==> src/rtl/alu_issuer_pkg.sv <==
// Shared types for the ALU command issuer: FSM state encoding and default command layout.
package alu_issuer_pkg;

  localparam int unsigned ISSUER_DATA_W = 4;
  localparam int unsigned ISSUER_OP_W   = 3;

  typedef enum logic [1:0] {
    IDLE,
    WAIT,
    RESP
  } issuer_state_e;

  typedef struct packed {
    logic [ISSUER_OP_W-1:0]   op;
    logic [ISSUER_DATA_W-1:0] a;
    logic [ISSUER_DATA_W-1:0] b;
  } alu_cmd_t;

endpackage

==> src/rtl/alu_cmd_fifo.sv <==
// Command FIFO: DEPTH entries of a packed command type, occupancy counter, async active-low reset.
module alu_cmd_fifo
  import alu_issuer_pkg::*;
#(
  parameter type         T     = alu_cmd_t,
  parameter int unsigned DEPTH = 4
) (
  input  logic clk,
  input  logic rst_n,
  input  logic push_i,
  input  logic pop_i,
  input  T     wdata_i,
  output T     rdata_o,
  output logic full_o,
  output logic empty_o
);

  localparam int unsigned AW = $clog2(DEPTH);

  T              mem_q [DEPTH];
  logic [AW-1:0] wr_ptr_q;
  logic [AW-1:0] rd_ptr_q;
  logic [AW:0]   count_q;
  logic          do_push;
  logic          do_pop;

  assign full_o  = (count_q == (AW+1)'(DEPTH));
  assign empty_o = (count_q == '0);
  assign do_push = push_i && !full_o;
  assign do_pop  = pop_i && !empty_o;
  assign rdata_o = mem_q[rd_ptr_q];

  // Storage carries no reset; only pointers and occupancy define validity.
  always_ff @(posedge clk) begin
    if (do_push) begin
      mem_q[wr_ptr_q] <= wdata_i;
    end
  end

  always_ff @(posedge clk or negedge rst_n) begin
    if (!rst_n) begin
      wr_ptr_q <= '0;
      rd_ptr_q <= '0;
      count_q  <= '0;
    end else begin
      if (do_push) begin
        wr_ptr_q <= wr_ptr_q + AW'(1);
      end
      if (do_pop) begin
        rd_ptr_q <= rd_ptr_q + AW'(1);
      end
      case ({do_push, do_pop})
        2'b10:   count_q <= count_q + (AW+1)'(1);
        2'b01:   count_q <= count_q - (AW+1)'(1);
        default: count_q <= count_q;
      endcase
    end
  end

endmodule

==> src/rtl/alu_cmd_issuer.sv <==
// Feeds buffered {op,a,b} commands to a fixed-latency ALU one at a time and returns results in order.
// Optional ALU_ISSUER_STATS_EN adds an 8-bit response handshake counter port (rsp_count).
module alu_cmd_issuer
  import alu_issuer_pkg::*;
#(
  parameter int unsigned DATA_W  = ISSUER_DATA_W,
  parameter int unsigned OP_W    = ISSUER_OP_W,
  parameter int unsigned DEPTH   = 4,
  parameter int unsigned ALU_LAT = 1
) (
  input  logic              clk,
  input  logic              rst_n,
  input  logic              cmd_valid,
  output logic              cmd_ready,
  input  logic [DATA_W-1:0] cmd_a,
  input  logic [DATA_W-1:0] cmd_b,
  input  logic [OP_W-1:0]   cmd_op,
  output logic [DATA_W-1:0] alu_a,
  output logic [DATA_W-1:0] alu_b,
  output logic [OP_W-1:0]   alu_op,
  input  logic [DATA_W-1:0] alu_result,
  input  logic              alu_carry,
  output logic              rsp_valid,
  input  logic              rsp_ready,
  output logic [DATA_W-1:0] rsp_result,
  output logic              rsp_carry,
  output logic [OP_W-1:0]   rsp_op,
  output logic              busy
`ifdef ALU_ISSUER_STATS_EN
  ,
  output logic [7:0]        rsp_count
`endif
);

  typedef struct packed {
    logic [OP_W-1:0]   op;
    logic [DATA_W-1:0] a;
    logic [DATA_W-1:0] b;
  } cmd_t;

  localparam logic [1:0] LAT_CNT = 2'(ALU_LAT);

  cmd_t              cmd_in;
  cmd_t              fifo_head;
  logic              fifo_full;
  logic              fifo_empty;
  logic              fifo_pop;

  issuer_state_e     state_q;
  logic [1:0]        cnt_q;
  logic [DATA_W-1:0] alu_a_q;
  logic [DATA_W-1:0] alu_b_q;
  logic [OP_W-1:0]   alu_op_q;
  logic              rsp_valid_q;
  logic [DATA_W-1:0] rsp_result_q;
  logic              rsp_carry_q;
  logic [OP_W-1:0]   rsp_op_q;

  assign cmd_in   = {cmd_op, cmd_a, cmd_b};
  assign fifo_pop = (state_q == IDLE) && !fifo_empty;

  alu_cmd_fifo #(
    .T     (cmd_t),
    .DEPTH (DEPTH)
  ) u_fifo (
    .clk     (clk),
    .rst_n   (rst_n),
    .push_i  (cmd_valid),
    .pop_i   (fifo_pop),
    .wdata_i (cmd_in),
    .rdata_o (fifo_head),
    .full_o  (fifo_full),
    .empty_o (fifo_empty)
  );

  // The issue step shares the IDLE pop edge, so the ALU sees operands one cycle after the pop decision.
  always_ff @(posedge clk or negedge rst_n) begin
    if (!rst_n) begin
      state_q      <= IDLE;
      cnt_q        <= '0;
      alu_a_q      <= '0;
      alu_b_q      <= '0;
      alu_op_q     <= '0;
      rsp_valid_q  <= 1'b0;
      rsp_result_q <= '0;
      rsp_carry_q  <= 1'b0;
      rsp_op_q     <= '0;
    end else begin
      case (state_q)
        IDLE: begin
          if (!fifo_empty) begin
            alu_a_q  <= fifo_head.a;
            alu_b_q  <= fifo_head.b;
            alu_op_q <= fifo_head.op;
            cnt_q    <= LAT_CNT;
            state_q  <= WAIT;
          end
        end
        WAIT: begin
          if (cnt_q != '0) begin
            cnt_q <= cnt_q - 2'd1;
          end else begin
            rsp_result_q <= alu_result;
            rsp_carry_q  <= alu_carry;
            rsp_op_q     <= alu_op_q;
            rsp_valid_q  <= 1'b1;
            state_q      <= RESP;
          end
        end
        RESP: begin
          if (rsp_ready) begin
            rsp_valid_q <= 1'b0;
            state_q     <= IDLE;
          end
        end
        default: state_q <= IDLE;
      endcase
    end
  end

  assign cmd_ready  = !fifo_full;
  assign busy       = !fifo_empty || (state_q != IDLE);
  assign alu_a      = alu_a_q;
  assign alu_b      = alu_b_q;
  assign alu_op     = alu_op_q;
  assign rsp_valid  = rsp_valid_q;
  assign rsp_result = rsp_result_q;
  assign rsp_carry  = rsp_carry_q;
  assign rsp_op     = rsp_op_q;

`ifdef ALU_ISSUER_STATS_EN
  logic [7:0] rsp_count_q;

  always_ff @(posedge clk or negedge rst_n) begin
    if (!rst_n) begin
      rsp_count_q <= '0;
    end else if (rsp_valid_q && rsp_ready) begin
      rsp_count_q <= rsp_count_q + 8'd1;
    end
  end

  assign rsp_count = rsp_count_q;
`endif

endmodule

==> config.mk <==
export PLATFORM = sky130hd
export DESIGN_NAME = alu_cmd_issuer
export DESIGN_NICKNAME = d
export VERILOG_FILES = /design/src/rtl/alu_issuer_pkg.sv /design/src/rtl/alu_cmd_fifo.sv /design/src/rtl/alu_cmd_issuer.sv
export SDC_FILE = /design/constraint.sdc
export NUM_CORES = 1
export LEC_CHECK = 0
export CAP_MARGIN = 20
export CORE_UTILIZATION = 41
export CTS_CLUSTER_SIZE = 14
export DETAILED_ROUTE_END_ITERATION = 7
export PLACE_DENSITY = 0.75
export SETUP_SLACK_MARGIN = 0.5
export SLEW_MARGIN = 20
export SYNTH_ARGS = -nofsm -noshare
export SYNTH_HDL_FRONTEND = slang
export SYNTH_SLANG_ARGS = --single-unit
==> constraint.sdc <==
create_clock -name clk -period 2.1 [get_ports clk]
set_clock_uncertainty 0.05 [all_clocks]
set_input_delay 0.21 -clock clk [delete_from_list [all_inputs] [get_ports clk]]
set_output_delay 0.21 -clock clk [all_outputs]
set_load 0.02 [all_outputs]
Word-level counts from Yosys, hierarchy flattened
Memory sizes are Yosys's and may differ from the RTL's. A register that Yosys moved wholly into a read port is not among the register bits.
Index checks and enable logic that the tools add are counted.
Operators by class
  eq/ne operators: 9
  multiplexer cells: 12
  bitwise gates (word level): 2
  reductions and logical operators: 19
  add/subtract/negate cells: 5
Operators with widths (count)
  $reduce_bool 2->1: 5
  $reduce_and 3->1: 3
  $mux 2: 4
  $ne 2x2->1 const B: 4
  $pmux 2 s3: 1
  $pmux 3 s2: 1
  $add 2x1->2 const B: 2
  $eq 2x1->1 const B: 2
  $eq 2x2->1 const B: 2
  $mux 1: 4
  $pmux 2 s2: 1
  $reduce_and 2->1: 2
  $add 3x1->3 const B: 1
  $eq 3x3->1 const B: 1
  $logic_and 1x1->1: 3
  $logic_not 1->1: 3
  $logic_not 3->1: 1
  $sub 3x1->3 const B: 1
  $logic_not 2->1: 1
  $not 1->1: 2
  $pmux 1 s2: 1
  $sub 2x1->2 const B: 1
  $logic_or 1x1->1: 1
Word-level totals
  memories: 1
  output and inout bits: 22
  memory bits (writable): 44
  bits in registers: 20
  logic and storage cells: 57
  input bits: 20
Memories
  u_fifo.mem_q: words 4, width 11, rd ports 1, clocked after memory_dff 1, wr ports 1, line alu_cmd_fifo.sv:20  | T mem_q [DEPTH];

Logic depth before layout (Yosys ltp)
Gate-level depths: netlist of the first run.
  word-level depth: 6
  mapped depth: 9
  gate-level depth less buffers: 8

Modules after synthesis
From an unflattened synthesis of the first run, not the netlist that was laid out.
Unflattened totals
  cells, all modules: 165
  area total of the unflattened synthesis: 3089.2 µm²
Modules (own cells, without submodules)
  alu_cmd_fifo: area each 2031.9 µm², instances 1, seq. area each 1496.4 µm², cells each 94
  alu_cmd_issuer: area each 1057.3 µm², instances 1, seq. area each 600.6 µm², cells each 71

Least setup slack after synthesis of the first run
No wires, ideal clock.
  path type: flip-flop to flip-flop
  start: reg u_fifo.count_q[1]
  end: reg u_fifo.count_q[2]
  arrival time: 2021 ps
  path buffers: 1
  clock period less this slack: 2196 ps
  library setup time: 125 ps
  setup slack: -96 ps
  data required time: 1925 ps
  cell stages (with the launch flop): 10
  cell sequence: dfrtp_1 or3_4 nand2_4 inv_4 buf_6 ha_1 fa_1 xnor2_1 nor2_1 xor2_1
On the way
  word-level cells in the longest chain between the ends: 6
  elaborated cells on any way between the ends: 13
  those cells by class: 2 x add/sub; 3 x eq/ne; 1 x mux; 7 x reduce/logical
Ends and longest elaborated chain
  start, declared: line alu_cmd_fifo.sv:23  | logic [AW:0] count_q;
  start signal, assigned: line alu_cmd_fifo.sv:53  | 2'b10: count_q <= count_q + (AW+1)'(1);
  start signal, assigned: line alu_cmd_fifo.sv:54  | 2'b01: count_q <= count_q - (AW+1)'(1);
  start signal, assigned: line alu_cmd_fifo.sv:55  | default: count_q <= count_q;
  $logic_not 3->1 (*): line alu_cmd_fifo.sv:28  | assign empty_o = (count_q == '0);
  $logic_not 1->1 (*): line alu_cmd_issuer.sv:60  | assign fifo_pop = (state_q == IDLE) && !fifo_empty;
  $logic_and 1x1->1 (*): line alu_cmd_issuer.sv:60
  net fifo_pop: line alu_cmd_issuer.sv:47  | logic fifo_pop;
  $logic_and 1x1->1 (*): line alu_cmd_fifo.sv:30  | assign do_pop = pop_i && !empty_o;
  $eq 2x1->1 or $eq 2x2->1 (tied branches): line alu_cmd_fifo.sv:52  | case ({do_push, do_pop})
  $pmux 3 s2 or $reduce_bool 2->1 (tied branches)
Mark *: on every way through the listed nets, which the timed path passes. The rest lies on a longest branch.
A chain may end at the register's enable or synchronous reset.

Worst setup path after layout of the first run
  start: reg u_fifo.count_q[2]
  end: reg u_fifo.count_q[2]
On the way
  word-level cells in the longest chain between the ends: 6
  elaborated cells on any way between the ends: 13
  those cells by class: 2 x add/sub; 3 x eq/ne; 1 x mux; 7 x reduce/logical
Ends and longest elaborated chain (line)
  $logic_not 3->1: alu_cmd_fifo.sv:28
  $logic_not 1->1: alu_cmd_fifo.sv:30, alu_cmd_issuer.sv:60
  $logic_and 1x1->1: alu_cmd_issuer.sv:60
  $logic_and 1x1->1: alu_cmd_fifo.sv:30
  $eq 2x1->1 or $eq 2x2->1 (tied branches): alu_cmd_fifo.sv:52
  $pmux 3 s2 or $reduce_bool 2->1 (tied branches)
Several ways; a longest one is shown, not always the timed one.

==> out/results.tsv, run 1 <==
stage	metric	value	unit
status	outcome	finished clean	
logic_synthesis	synth_seq_cells	75	
finish	area_delta_synth_final	31.04	%
global_routing	antenna_found_initial	0	
floorplanning	die-height	87.48	um
logic_synthesis	synth_area	2995	sq um
worst_setup_path	worst_ep_required_time	2310	ps
logic_synthesis	synthArstFlopShare	41.33	%
logic_synthesis	ys_types	29	
logic_synthesis	post_synth.cell_area_avg	19.20	sq um
place	routabilityCongestion	0.6650	
logic_synthesis	synth_top_cells_by_count	edfxtp_1 (44), dfrtp_1 (31), mux2_4 (9)	
timing	hold_violations	0	
worst_setup_path	regToRegStartpoint	u_fifo.count_q[2]$_DFFE_PN0P_	
worst_setup_path	r2r_cells	8	
worst_setup_path	cp_cell_sequence	or3_4, nand2_4, inv_4, ha_4, fa_2, xnor2_2, nor2_1, xor2_1	
min_path	hold_class	in -> async	
cts	h-tree-depth	3	
cts	postCtsHoldBufs	0	
worst_setup_path	critPathLaunchType	flop	
detailed_routing	postRouteAntennaNets	0	
logic_synthesis	syn_inst	156	
detailed_routing	drtIter0Drc	99	
cts	clock_latency	330	ps
logic_synthesis	synth.area.top_cells	edfxtp_1 (44%), dfrtp_1 (26%), mux4_1 (5.3%)	
floorplanning	dieArea	7652	sq um
cts	cts_tree	yes	
timing	worst_pin_slew	494.6	ps
worst_setup_path	crit_path_end_kind	flop	
timing	drv_slew	0	
cts	cts_num_sinks	75	
worst_setup_path	worst-setup-path-type	reg -> reg	
global_routing	met3_usage	6.919	%
power	power.density	1526	nW/um^2
cts	clk_pin_slew	70	ps
finish	num_antenna_cells	0	
place	dp_hpwl	3.187	mm
worst_setup_path	r2r_slack	110	ps
detailed_routing	routed_wirelength	5.097	mm
job	cap_violations	0	
global_routing	use_met1	17.11	%
cts	cts-buffers-inserted	9	
detailed_routing	drcViolationCount	0	
timing	max_freq	501.9	MHz
worst_setup_path	slowest_stage	or3_4	
global_routing	grt.total_usage	14.95	%
floorplanning	io_pins	42	
worst_setup_path	cp_max_fo	3	
timing	fin_crit	1992	ps
timing	finalCritPeriodShare	94.87	%
floorplanning	initial_utilization	43.37	%
cts	clock_path_buffers	2	
logic_synthesis	ys_seq_area_share	70.01	%
logic_synthesis	synthFlopType	edfxtp_1	
global_routing	grt_pass1_wl	7.838	mm
worst_setup_path	cp.arrival	2200	ps
finish	nets	250	
logic_synthesis	yosysTopAreaCellShare	44.11	%
logic_synthesis	yosysWarnings	0	
detailed_routing	vias	1570	
logic_synthesis	synth_top_area_cell	edfxtp_1	
floorplanning	coreArea	6907	sq um
place	numPortBuffers	41	
global_routing	use_met2	25.07	%
floorplanning	rows	30	
global_routing	grt_pass1_vias	1559	
power	ir_drop	0.5727	mV
cts	root_buffer	clkbuf_8	
timing	setup_violations	0	
logic_synthesis	synth_most_common_cell	edfxtp_1	
worst_setup_path	r2r-end	u_fifo.count_q[2]$_DFFE_PN0P_	
global_routing	grt_max_degree	32	
power	p_leak	1.602	nW
place	place_area	3586	sq um
worst_setup_path	slowest_delay	410	ps
finish	drive_above_1_share	30.70	%
logic_synthesis	synth_fp_nets	183	
floorplanning	dieWidth	87.48	um
global_routing	grt-busiest-layer	met2	
logic_synthesis	synth-edff-count	44	
detailed_routing	wl_per_cell	15.73	um
finish	final_area	3925	sq um
detailed_routing	vias_per_cell	4.846	
detailed_routing	first_pass_iters	4	
timing	rsz0062_at_grt	true	
global_routing	grt-ovfl-total	0	
timing	max_slew_margin	67.02	%
timing	holdWs	246.1	ps
==> critical path: cells and delay by family, from the launching register on <==
kind                     cells  cell delay (ps)
XOR/XNOR                     2              300
adder cells (fa/ha/maj)      2              510
buffers and inverters        1               40
flip-flops                   1              400
AND/OR/NAND/NOR              3              630
==> report_power, final <==
part / switching (mW) / total [mW] / internal [mW]
sequential: 0.268 / 2.34 / 2.07
clock: 0.471 / 1.13 / 0.659
combinational: 1.11 / 2.52 / 1.41
total: 1.85 / 5.99 / 4.14
==> cells in the final DEF (no fill, tap or decap), types with 6 or more instances in the layout <==
master / n
mux4_1: 6
clkbuf_8: 9
mux2_2: 8
clkdlybuf4s50_1: 26
dlymetal6s2s_1: 8
buf_6: 6
edfxtp_1: 44
buf_4: 12
dfrtp_1: 30
mux2_4: 10
==> registers in the layout, summed over array words and instances (netlist names) <==
| register | count |
|---|---|
| state_q | 2 |
| alu_b | 4 |
| u_fifo.rd_ptr_q | 2 |
| rsp_valid | 1 |
| u_fifo.count_q | 3 |
| u_fifo.wr_ptr_q | 2 |
| rsp_op | 3 |
| cnt_q | 2 |
| alu_op | 3 |
| rsp_carry | 1 |
| u_fifo.mem_q | 44 |
| alu_a | 4 |
| rsp_result | 4 |
==> stage by stage <==
| step | setup slack, ps | power [mW] | util (%) | instances | setup TNS [ps] |
|---|---|---|---|---|---|
| floorplan | -1.805 | 3.948 | - | 156 | -1.805 |
| global placement | 86.82 | 4.691 | 51.92 | 299 | 0 |
| detailed placement | 60.47 | 4.780 | 51.92 | 299 | 0 |
| CTS | 115.8 | 6.028 | 56.01 | 322 | 0 |
| global route | 61.51 | 6.361 | 56.83 | 324 | 0 |
| finish | 107.7 | 5.990 | 56.83 | 324 | 0 |
==> how the worst max path moves through the flow <==
stage | cells past startpoint | from | slack [ps] | end
5_1_grt | 6 | u_fifo.count_q[0]$_DFFE_PN0P_ | 60 | u_fifo.count_q[1]$_DFFE_PN0P_
3_5_place_dp | 6 | u_fifo.count_q[1]$_DFFE_PN0P_ | 60 | u_fifo.count_q[1]$_DFFE_PN0P_
3_3_place_gp | 6 | u_fifo.count_q[1]$_DFFE_PN0P_ | 90 | u_fifo.count_q[1]$_DFFE_PN0P_
2_1_floorplan | 9 | u_fifo.count_q[0]$_DFFE_PN0P_ | -2 | u_fifo.count_q[2]$_DFFE_PN0P_
4_1_cts | 8 | u_fifo.count_q[2]$_DFFE_PN0P_ | 120 | u_fifo.count_q[2]$_DFFE_PN0P_
6_report | 8 | u_fifo.count_q[2]$_DFFE_PN0P_ | 110 | u_fifo.count_q[2]$_DFFE_PN0P_
==> area by class of cell <==
type,count,area (sq um)
clock buffers,10,127.6
clock inverters,6,80.08
fillers,557,2982
inverters,7,28.78
multi-input cells,71,888.4
flip-flops and latches,75,2098
well taps,96,120.1
repair buffers,59,581.8
==> kinds of logic (layout without fill, tap and decap cells) <==
group,count (synthesis),count (layout),synth area share [%]
muxes,32,32,18.05
DFF,75,75,70.01
and+or+nand+nor,20,20,4.051
adders and majority gates,7,7,3.175
AOI/OAI and AO/OA,6,6,1.128
xor gates and xnor gates,6,6,1.754
buffers and inverters,10,82,1.838
==> per-layer routing <==
metal  up-vias  part of all wire, %
met4         0                 0.47
met5         -                    0
met2        49                   52
li1        732                    -
met1       787                   42
met3         2                  5.1
==> repair_timing <==
| action | 4_1_cts | 5_1_grt |
|---|---|---|
| endpoints found under the hold margin | 0 | 0 |
| gates resized for setup | 21 | 20 |
| endpoints found under the setup margin | 64 | 75 |
| buffers inserted | 6 | 1 |
| pin swaps | 0 | 1 |
| gates cloned | 1 | 1 |
Note: power is estimated with default switching activity, not from simulation.
==> run 2: changes to the inputs <==
- ABC_AREA: default -> 1
- PLACE_DENSITY: 0.75 -> 0.72
- clock period: 2.1 -> 1.9 ns (I/O delays scaled with it)
==> run 2 against run 1 <==
The flow now finishes with violations (design-rule violations). Routed wire length increased by 23%. Die area grew 8.2%. Non-clock buffer count stayed put. Critical path type unchanged. Critical endpoint unchanged. Highest routed layer unchanged.
==> out/results.tsv, run 2 <==
stage	metric	value	unit
status	outcome	complete, but fails checks	
status	violations	design-rule violations	
timing	worst_slack	165.8	ps
worst_setup_path	r2r_slack	170	ps
worst_setup_path	regToRegStartpoint	u_fifo.count_q[0]$_DFFE_PN0P_	
worst_setup_path	worst-setup-path-type	reg -> reg	
finish	final_area	4139	sq um
global_routing	met3_usage	3.936	%
floorplanning	coreArea	7687	sq um
power	ir_drop	0.5390	mV
timing	fin_tns_setup	0	ps
logic_synthesis	synthArstFlopShare	41.33	%
worst_setup_path	crit_path_end_kind	flop	
finish	final_common_cell	nand2_1	
logic_synthesis	synth-edff-count	44	
logic_synthesis	ys_types	19	
floorplanning	initial_utilization	42.22	%
finish	num_antenna_cells	0	
detailed_routing	drtIter0Drc	169	
logic_synthesis	post_synth.cell_area_avg	9.805	sq um
detailed_routing	vias_per_cell	4.478	
finish	drive_above_1_share	11.62	%
place	place_ws	114.1	ps
finish	nets	418	
worst_setup_path	crit_path_end	u_fifo.count_q[2]$_DFFE_PN0P_	
logic_synthesis	synth_fp_nets	358	
logic_synthesis	ys_seq_area_share	64.61	%
global_routing	grt_max_degree	32	
global_routing	grt-ovfl-total	0	
logic_synthesis	yosysTopAreaCellShare	40.71	%
finish	final_cell_mix	nand2_1 (122), inv_1 (58), edfxtp_1 (44)	
global_routing	use_met2	27.71	%
cts	cts_tree	yes	
timing	max_slew_margin	71.23	%
timing	finalCritPeriodShare	91.27	%
finish	fill_cells	704	
power	power.density	1614	nW/um^2
detailed_routing	postRouteAntennaNets	0	
detailed_routing	drcViolationCount	1	
global_routing	use_met1	19.22	%
cts	cts_num_sinks	75	
finish	area_delta_synth_final	27.53	%
timing	holdWs	183.5	ps
cts	clk_pin_slew	80	ps
logic_synthesis	synth_top_cells_by_count	nand2_1 (123), inv_1 (59), edfxtp_1 (44)	
place	routabilityCongestion	0.7332	
floorplanning	dieWidth	90.97	um
floorplanning	io_pins	42	
detailed_routing	wl_per_cell	12.58	um
place	numPortBuffers	41	
logic_synthesis	synth_area	3246	sq um
worst_setup_path	cp.arrival	1960	ps
worst_setup_path	critPathLaunchType	flop	
cts	clock_latency	340	ps
timing	max_freq	576.6	MHz
place	place_area	3844	sq um
logic_synthesis	syn_inst	331	
cts	h-tree-depth	3	
global_routing	grt-busiest-layer	met2	
floorplanning	rows	32	
floorplanning	die-height	90.97	um
global_routing	grt.total_usage	16.40	%
timing	drv_slew	0	
floorplanning	dieArea	8276	sq um
min_path	hold_class	in -> async	
logic_synthesis	synth_top_area_cell	edfxtp_1	
finish	regMostFlops	u_fifo.mem_q	
worst_setup_path	r2r_cells	10	
global_routing	grt_pass1_vias	2220	
global_routing	antenna_found_initial	0	
logic_synthesis	synth_most_common_cell	nand2_1	
worst_setup_path	crit_path_start	u_fifo.count_q[0]$_DFFE_PN0P_	
worst_setup_path	cp_max_fo	3	
cts	root_buffer	clkbuf_8	
logic_synthesis	yosysWarnings	0	
worst_setup_path	r2r-end	u_fifo.count_q[2]$_DFFE_PN0P_	
job	cap_violations	0	
logic_synthesis	synth.area.top_cells	edfxtp_1 (41%), dfrtp_1 (24%), nand2_1 (14%)	
detailed_routing	routed_wirelength	6.264	mm
logic_synthesis	synth_seq_cells	75	
worst_setup_path	worst_ep_required_time	2120	ps
detailed_routing	first_pass_iters	6	
logic_synthesis	synthFlopType	edfxtp_1	
finish	final_core_util	53.84	%
timing	setup_violations	0	
detailed_routing	vias	2230	
timing	rsz0062_at_grt	true	
cts	cts-buffers-inserted	9	
timing	worst_pin_slew	431.0	ps
power	p_leak	2.002	nW
timing	hold_violations	0	
place	dp_hpwl	3.939	mm
cts	clock_path_buffers	2	
finish	largest_register_ff_count	44	
global_routing	grt_pass1_wl	10.24	mm
timing	fin_crit	1734	ps
-- run 2: cells by family after synthesis --
kind of cell / synth area share (%)
AND/OR/NAND/NOR: 21.97
flip-flops: 64.61
buffers and inverters: 8.828
adder cells (fa/ha/maj): 2.930
XOR/XNOR: 1.350
AO/OA/AOI/OAI: 0.3081
-- run 2: final cells by class --
| class | count | area, sq um | share of cell area (%) |
|---|---|---|---|
| Sequential cell | 75 | 2097 | 50.67 |
| Multi-Input combinational cell | 185 | 937.1 | 22.64 |
| Timing Repair Buffer | 59 | 569.3 | 13.75 |
| Inverter | 61 | 231.5 | 5.593 |
| Clock buffer | 12 | 135.1 | 3.265 |
| Tap cell | 102 | 127.6 | 3.083 |
| Clock inverter | 4 | 41.29 | 0.9976 |
-- run 2: worst min-delay path by stage --
stage / from / end / slack, ps
2_1_floorplan: rst_n / alu_a[0]$_DFFE_PN0P_ / -160
3_3_place_gp: rsp_result[2]$_DFFE_PN0P_ / rsp_result[2]$_DFFE_PN0P_ / 400
3_5_place_dp: rsp_result[3]$_DFFE_PN0P_ / rsp_result[3]$_DFFE_PN0P_ / 410
4_1_cts: rst_n / u_fifo.count_q[1]$_DFFE_PN0P_ / 190
5_1_grt: rst_n / u_fifo.count_q[1]$_DFFE_PN0P_ / 220
6_report: rst_n / u_fifo.count_q[1]$_DFFE_PN0P_ / 180
-- run 2: what timing repair did --
item,in CTS,in global routing
setup endpoints to repair,70,57
buffers inserted,8,2
gates cloned,0,0
hold buffers,0,0
pin swaps,9,5
resized for setup,31,7
-- run 2: metal layers --
layer,wire [um],part of all wire [%]
met1,2726,44
met2,3211,51
met3,240,3.8
met4,86,1.4
met5,0,0
-- run 2: critical path, stage by stage (launching register included) --
cell and delay, ps:
dfrtp_1 400, nor2_4 60, buf_4 140, nand2_4 70, nand2_4 60, ha_4 170
fa_2 350, inv_1 70, nand2_1 70, nand3_1 80, xor2_1 150
-- run 2: power by group --
part	internal, mW	switching [mW]
Combinational	1.19	1.85
Clock	0.596	0.527
Sequential	2.27	0.248
Total	4.05	2.63
-- run 2: stage by stage --
stage | instances | power, mW
floorplan | 331 | 4.482
global placement | 472 | 5.396
detailed placement | 472 | 5.481
CTS | 496 | 6.642
global route | 498 | 7.209
finish | 498 | 6.679
==> run 3: changes to the inputs <==
- CORE_UTILIZATION: 41 -> 50
- PLACE_DENSITY: 0.72 -> 0.83
- REMOVE_ABC_BUFFERS: default -> 1
==> run 3 against run 2 <==
The run now ends clean. Flip-flop and latch count unchanged. Sequential share of layout area up 0.40 points. Via count up 3.2%. Non-clock buffer count up 3. Utilization up 14 points. Sequential power about the same. Global-route usage up 5.5 points. Critical endpoint unchanged. Largest power group unchanged.
==> out/results.tsv, run 3 (synthesis results as in run 2) <==
stage	metric	value	unit
timing	fin_crit	1731	ps
global_routing	grt_pass1_wl	10.45	mm
cts	cts-buffers-inserted	9	
floorplanning	io_pins	42	
timing	max_freq	577.6	MHz
detailed_routing	first_pass_iters	4	
global_routing	antenna_found_initial	0	
floorplanning	dieArea	6818	sq um
finish	final_common_cell	nand2_1	
timing	finalCritPeriodShare	91.12	%
floorplanning	coreArea	6096	sq um
timing	drv_slew	0	
detailed_routing	vias_per_cell	4.857	
detailed_routing	wl_met2	3.349	mm
timing	hold_violations	0	
floorplanning	dieWidth	82.57	um
detailed_routing	wl_met3	341	um
power	ir_drop	0.8742	mV
worst_setup_path	slowest_stage	dfrtp_1	
finish	fill_cells	456	
power	power.density	1656	nW/um^2
floorplanning	rows	28	
cts	root_buffer	clkbuf_8	
worst_setup_path	regToRegStartpoint	u_fifo.count_q[1]$_DFFE_PN0P_	
cts	h-tree-depth	3	
power	p_leak	2.014	nW
worst_setup_path	cp_max_fo	3	
place	numPortBuffers	41	
place	dp.cells	450	
worst_setup_path	slowest_delay	410	ps
timing	worst_pin_slew	407.0	ps
worst_setup_path	crit_path_start	u_fifo.count_q[1]$_DFFE_PN0P_	
global_routing	grt_pass1_vias	2275	
finish	ff_latch_area	2098	sq um
place	routabilityCongestion	0.7557	
timing	holdWs	171.1	ps
detailed_routing	drtIter0Drc	207	
detailed_routing	drcViolationCount	0	
global_routing	grt.total_usage	21.89	%
detailed_routing	postRouteAntennaNets	0	
detailed_routing	drt-met1-wl	2.650	mm
finish	final_cell_mix	nand2_1 (123), inv_1 (59), edfxtp_1 (44)	
power	p_total	6.805	mW
worst_setup_path	worst-setup-path-type	reg -> reg	
timing	worst_slack	168.6	ps
status	outcome	finished clean	
timing	max_slew_margin	72.83	%
finish	drive_above_1_share	13.78	%
place	dp_hpwl	3.986	mm
finish	num_antenna_cells	0	
floorplanning	initial_utilization	53.24	%
timing	setup_violations	0	
worst_setup_path	cp.arrival	1920	ps
finish	final_core_util	67.41	%
detailed_routing	highest_layer	met4	
global_routing	grt-ovfl-total	0	
cts	cts_tree	yes	
worst_setup_path	path_buf_inv	1	
min_path	hold_class	in -> async	
global_routing	grt_max_degree	32	
finish	regMostFlops	u_fifo.mem_q	
detailed_routing	wl_per_cell	13.65	um
finish	multi_input_comb_area	912.1	sq um
cts	cts_num_sinks	75	
cts	clock_path_buffers	2	
worst_setup_path	worst_ep_required_time	2090	ps
cts	clk_pin_slew	80	ps
floorplanning	die-height	82.57	um
worst_setup_path	crit_path_end_kind	flop	
detailed_routing	routed_wirelength	6.471	mm
worst_setup_path	cp_cell_sequence	nor2_4, nand2_2, nand2_4, inv_4, ha_4, fa_2, nand2_1, nand3_2, xor2_1	
place	place_ws	5.412	ps
finish	area_delta_synth_final	26.60	%
finish	largest_register_ff_count	44	
worst_setup_path	cp_top_family	adder cells	
detailed_routing	vias	2302	
timing	rsz0062_at_grt	true	
cts	clock_latency	350	ps
worst_setup_path	critPathLaunchType	flop	
finish	layout.cells.non_filler	474	
job	cap_violations	0	
finish	nets	421	
## run 3: changes by cell type in the layout (fill, tap and decap cells not counted), moves of 2 or more
cell	delta
buf_6	+4
buf_12	-3
clkbuf_1	-3
clkinv_1	-3
inv_6	+3
buf_4	+2
clkinvlp_4	+2
dlygate4sd2_1	-2
nand2_4	-2
## run 3: cell type report
cell class	count	share of cell area [%]
clock buffers	9	3.015
clock inverters	7	2.010
inverters	61	5.633
multi-input cells	185	22.20
flip-flops and latches	75	51.07
well taps	75	2.284
repair buffers	62	13.79
## run 3: where the power goes
part	total [mW]	switching, mW	internal [mW]
sequential	2.51	0.242	2.27
clock	1.27	0.637	0.629
combinational	3.03	1.87	1.16
total	6.81	2.75	4.05
## run 3: metrics by stage
stage | setup TNS (ps) | area [sq um]
2_1_floorplan | -41.46 | 3188
3_3_place_gp | 0 | 3790
3_5_place_dp | 0 | 3790
4_1_cts | 0 | 4074
5_1_grt | 0 | 4109
6_report | 0 | 4109
## run 3: what timing repair did
action                     in CTS  in global routing
gates cloned                    2                  0
hold buffers                    0                  0
setup endpoints to repair      71                 56
pin swaps                       2                  1
resized for setup              42                 11
buffers inserted                5                  1
## run 3: worst paths after layout
path                                                  to  cells past startpoint  slack, ps
setup / recovery           u_fifo.count_q[2]$_DFFE_PN0P_                      9        170
setup reg to reg           u_fifo.count_q[2]$_DFFE_PN0P_                      9        170
max in group asynchronous  u_fifo.count_q[0]$_DFFE_PN0P_                      2       1310
hold reg to reg                rsp_result[0]$_DFFE_PN0P_                      2        420
min in group clk               rsp_result[3]$_DFFE_PN0P_                      3        350
hold / removal                 rsp_result[3]$_DFFE_PN0P_                      2        170
## run 3: worst reg2reg max path, stage by stage, from the launching register on
cell and delay [ps]:
dfrtp_1 410, nor2_4 140, nand2_2 80, nand2_4 70, inv_4 40, ha_4 160, fa_2 330, nand2_1 90
nand3_2 90, xor2_1 140
## run 3: routing by layer
layer,track usage [%],up-vias
met1,24.93,1072
met5,0,-
li1,-,1149
met2,37.60,68
met3,6.593,13
met4,10.52,0
